--- config.mk ---
export PLATFORM = sky130hd
export DESIGN_NAME = cute_key_sequencer
export DESIGN_NICKNAME = d
export VERILOG_FILES = /design/src/rtl/cute_key_sequencer.sv
export SDC_FILE = /design/constraint.sdc
export NUM_CORES = 1
export LEC_CHECK = 0
export ABC_AREA = 1
export ABC_CLOCK_PERIOD_IN_PS = 1470
export CAP_MARGIN = 15
export CORE_ASPECT_RATIO = 1.25
export CORE_UTILIZATION = 47
export DETAILED_ROUTE_END_ITERATION = 8
export PLACE_DENSITY = 0.73
export SLEW_MARGIN = 10
export SYNTH_ARGS = -nofsm -noshare
export SYNTH_HDL_FRONTEND = slang
export SYNTH_SLANG_ARGS = --single-unit
export TNS_END_PERCENT = 100
--- constraint.sdc ---
create_clock -name clock -period 1.47 [get_ports clock]
set_input_delay 0.294 -clock clock [delete_from_list [all_inputs] [get_ports clock]]
set_output_delay 0.294 -clock clock [all_outputs]
set_load 0.01 [all_outputs]
--- src/rtl/cute_key_sequencer.sv ---
// Key schedule sequencer for counter-locked cores: stores one key per phase and
// replays it on keyinput in lockstep with the core's phase counter, blanking on misalignment.
module cute_key_sequencer #(
  parameter int KEY_WIDTH  = 3,
  parameter int NUM_PHASES = 4,
  parameter int PHASE_W    = 2
) (
  input  logic                 clock,
  input  logic                 reset,
  input  logic                 cfg_valid,
  output logic                 cfg_ready,
  input  logic [PHASE_W-1:0]   cfg_index,
  input  logic [KEY_WIDTH-1:0] cfg_key,
  input  logic                 start,
  input  logic                 stop,
  input  logic [PHASE_W-1:0]   lock_phase,
  output logic [KEY_WIDTH-1:0] key_out,
  output logic                 running,
  output logic                 loaded,
  output logic                 err
);

  typedef enum logic [1:0] {
    ST_IDLE  = 2'd0,
    ST_SYNC  = 2'd1,
    ST_RUN   = 2'd2,
    ST_FAULT = 2'd3
  } state_t;

  state_t                state_r, state_s;
  logic [KEY_WIDTH-1:0]  key_r, key_s;
  logic [PHASE_W-1:0]    mirror_r, mirror_s;
  logic                  err_r, err_s;
  logic [NUM_PHASES-1:0] mask_r, mask_s;
  logic                  loaded_r;
  logic                  wr_s;
  logic [PHASE_W-1:0]    lock_next_s, mirror_next_s;
  logic [KEY_WIDTH-1:0]  sched_r [NUM_PHASES];

  assign wr_s          = cfg_valid && (state_r == ST_IDLE);
  assign lock_next_s   = lock_phase + PHASE_W'(1);
  assign mirror_next_s = mirror_r + PHASE_W'(1);

  // Next-state and next-output decode
  always_comb begin
    state_s  = state_r;
    key_s    = {KEY_WIDTH{1'b0}};
    mirror_s = mirror_r;
    err_s    = err_r;
    if (wr_s) begin
      mask_s = mask_r | ({{(NUM_PHASES-1){1'b0}}, 1'b1} << cfg_index);
    end else begin
      mask_s = mask_r;
    end
    case (state_r)
      ST_IDLE: begin
        // start is judged against loaded before any same-cycle write lands
        if (start && loaded_r) begin
          state_s = ST_SYNC;
        end else begin
          state_s = ST_IDLE;
        end
      end
      ST_SYNC: begin
        state_s  = ST_RUN;
        key_s    = sched_r[lock_next_s];
        mirror_s = lock_next_s;
      end
      ST_RUN: begin
        if (lock_phase != mirror_r) begin
          state_s = ST_FAULT;
          err_s   = 1'b1;
        end else if (stop) begin
          state_s = ST_IDLE;
        end else begin
          key_s    = sched_r[mirror_next_s];
          mirror_s = mirror_next_s;
        end
      end
      ST_FAULT: begin
        if (stop) begin
          state_s = ST_IDLE;
        end else begin
          state_s = ST_FAULT;
        end
      end
      default: begin
        state_s = ST_IDLE;
      end
    endcase
  end

  // Control and output registers
  always_ff @(posedge clock) begin
    if (reset) begin
      state_r  <= ST_IDLE;
      key_r    <= {KEY_WIDTH{1'b0}};
      mirror_r <= {PHASE_W{1'b0}};
      err_r    <= 1'b0;
      mask_r   <= {NUM_PHASES{1'b0}};
      loaded_r <= 1'b0;
    end else begin
      state_r  <= state_s;
      key_r    <= key_s;
      mirror_r <= mirror_s;
      err_r    <= err_s;
      mask_r   <= mask_s;
      loaded_r <= &mask_s;
    end
  end

  // Schedule storage, contents not cleared by reset
  always_ff @(posedge clock) begin
    if (!reset && wr_s) begin
      sched_r[cfg_index] <= cfg_key;
    end
  end

  assign cfg_ready = (state_r == ST_IDLE);
  assign running   = (state_r == ST_RUN);
  assign key_out   = key_r;
  assign loaded    = loaded_r;
  assign err       = err_r;

endmodule

==> impl_metrics.ini <==
[die]
dieArea_sq_um = 2950
placeableCoreArea_sq_um = 2500
initial_core_util = 0.515
io_pins = 19
die_w_microns = 48.8
dieHeight_microns = 60.5
rows = 20

[cts]
clk_path_buf_depth = 2
cts_root_buffer = clkbuf_4
cts_buffers = 3
clk_pin_slew_ps = 150
cts_tree = built
cts_sinks = 25
cts-htree-levels = 1
insertion_delay_ps = 330

[setup_path]
cp.required_ps = 1540
worst-setup-path-type = reg -> reg
rr_startpoint = state_r[0]$_SDFFE_PP0P_
cp_slowest_cell = dfxtp_2
reg2reg_to = sched_r[2][2]$_DFFE_PP_
worstSetupStartpoint = state_r[0]$_SDFFE_PP0P_
ff2ff_setup_slack_ps = 100
endpoint = sched_r[2][2]$_DFFE_PP_
path_cells = inv_2 -> ha_4 -> nand2_1 -> inv_1 -> nand3_1 -> nor2_1 -> buf_4
slowest_delay_ps = 360
crit_path_end_kind = flop
cp_data_arrival_time_ps = 1440
start_kind = flop
crit_fanout = 3
r2r_cells = 7

[logic_synthesis]
synth_area_per_cell_sq_um = 7.57
synth_fp_nets = 186
syn-cell-area_sq_um = 1290
yosysSeqAreaShare = 0.482
synth_cell_types = 18
ys_ff_latch = 25
syn_inst = 170
yosysWarnings = 0

[placed_design]
dpl.hpwl_mm = 2.07
gp_congestion = 0.908
numPortBuffers = 18
dp.cells = 234

[grt]
grt-ovfl-total = 0
antenna_found_initial = 0
grt_pass1_wl_mm = 4.20
grt_use_met2 = 0.403
grt_pass1_vias = 1063
gr-usage-all-layers = 0.193
gr-usage-met3 = 0.0251
grt_max_degree = 17
top_usage_layer = met2
use_met1 = 0.179

[sta]
clock_skew_ps = 4.47
period_minus_slack_ps = 1370
min_period_over_period = 0.934
rsz0062_at_grt = false
setup_viol = 0
hold_violations = 0
slew_headroom = 0.809
max_freq_mhz = 728
slew_violations = 0
setup-tns-final_ps = 0
tightest_slew_ps = 285
holdWs_ps = 452

[drt]
drt-total-wl_mm = 2.58
ant_nets = 0
drc = 0
num_vias = 1127
routedWlPerCell_microns = 10.8
drt_iter0_markers = 19
dr.pass1.iters = 4
viasPerCell = 4.72

[pwr]
max-vdd-ir-drop_mv = 0.570
p_total_mw = 1.21
p_per_area_nw_per_um2 = 733
power.leakage_nw = 0.802

[cells_and_area]
fillers = 223
syn_to_final_growth_pct = 28.7
n_antenna_cell = 0
regArea_sq_um = 623
drive_above_1_share = 0.199
layout.nets = 223
multi_input_area_sq_um = 579
instances_no_fill = 239

[run]
max_cap_violations = 0

[status]
status = finished, final reports clean

[min_path]
worstHoldPathType = reg -> reg
-- power breakdown --
part / total, mW / internal, mW / switching, mW
combinational: 0.136 / 0.0649 / 0.0706
sequential: 0.745 / 0.742 / 0.00341
clock: 0.333 / 0.111 / 0.222
total: 1.21 / 0.918 / 0.296
-- synthesized netlist by cell type (all sizes together) --
cell | n | area (sq um)
ha | 4 | 50.1
nor2 | 14 | 57.6
a21oi | 11 | 55.1
dfxtp | 13 | 260
buf | 1 | 11.3
o21ai | 12 | 60.1
a31oi | 1 | 6.26
edfxtp | 12 | 360
nor3 | 2 | 10.0
nand3b | 1 | 20.0
nand2 | 65 | 257
inv | 28 | 105
o21bai | 2 | 15.0
nand3 | 4 | 20.0
-- flip-flops by register name, indices dropped and copies added, names as in the netlist --
register,flops
loaded,1
mask_r,4
err,1
key_out,3
mirror_r,2
state_r,2
sched_r,12
-- metrics by stage --
step | instance area (sq um) | setup WS [ps] | utilization
6_report | 1660 | 96.3 | 0.662
5_1_grt | 1660 | 21.4 | 0.662
4_1_cts | 1650 | -16.1 | 0.659
3_5_place_dp | 1610 | -198 | 0.643
3_3_place_gp | 1610 | -149 | 0.643
2_1_floorplan | 1290 | 49.2 | -
-- kinds of logic (layout without fill, tap and decap cells) --
group / Yosys count / count (layout) / synth area share
and+or+nand+nor: 86 / 86 / 0.283
buffers and inverters: 29 / 65 / 0.0904
AOI/OAI and AO/OA: 26 / 26 / 0.106
DFF: 25 / 25 / 0.482
adders and majority gates: 4 / 4 / 0.0389
-- cell usage in the layout, fill, tap and decap left out, types with 4 or more instances in the layout --
cell,n
a21oi_1,11
buf_4,15
clkdlybuf4s50_1,11
dfxtp_1,11
dlygate4sd2_1,5
edfxtp_1,12
inv_1,22
inv_2,6
nand2_1,59
nand2_2,6
nand3_1,4
nor2_1,11
o21ai_0,11
-- worst min path at each step --
stage,start,endpoint,slack [ps],cells past startpoint
2_1_floorplan,reset,err$_SDFFE_PP0P_,360,1
3_3_place_gp,err$_SDFFE_PP0P_,err$_SDFFE_PP0P_,440,2
3_5_place_dp,err$_SDFFE_PP0P_,err$_SDFFE_PP0P_,440,2
4_1_cts,err$_SDFFE_PP0P_,err$_SDFFE_PP0P_,450,2
5_1_grt,err$_SDFFE_PP0P_,err$_SDFFE_PP0P_,470,2
6_report,err$_SDFFE_PP0P_,err$_SDFFE_PP0P_,450,2
-- per-layer routing --
| layer | part of all wire | wire [microns] |
|---|---|---|
| met5 | 0 | 0 |
| met4 | 0.031 | 80 |
| met3 | 0.024 | 61 |
| met2 | 0.54 | 1380 |
| met1 | 0.41 | 1050 |
-- critical path: cells and delay by family, from the launching register on --
kind	cells	cell delay, ps
buffers and inverters	3	330
adders and majority gates	1	140
DFF	1	360
and+or+nand+nor	3	280
-- what timing repair did --
action	CTS	global route
endpoints found under the hold margin	0	0
pin swaps	0	0
setup endpoints to repair	13	15
gates resized for setup	14	7
buffers inserted	1	0
hold buffers	0	0
-- final cells by class --
class                   count  area share
clock inverters             1     0.00529
inverters                  28      0.0634
multi-input cells         116       0.350
clock buffers               3      0.0136
repair buffers             33       0.167
flip-flops and latches     25       0.376
well taps                  33      0.0249
Note: power is estimated with default switching activity, not from simulation.
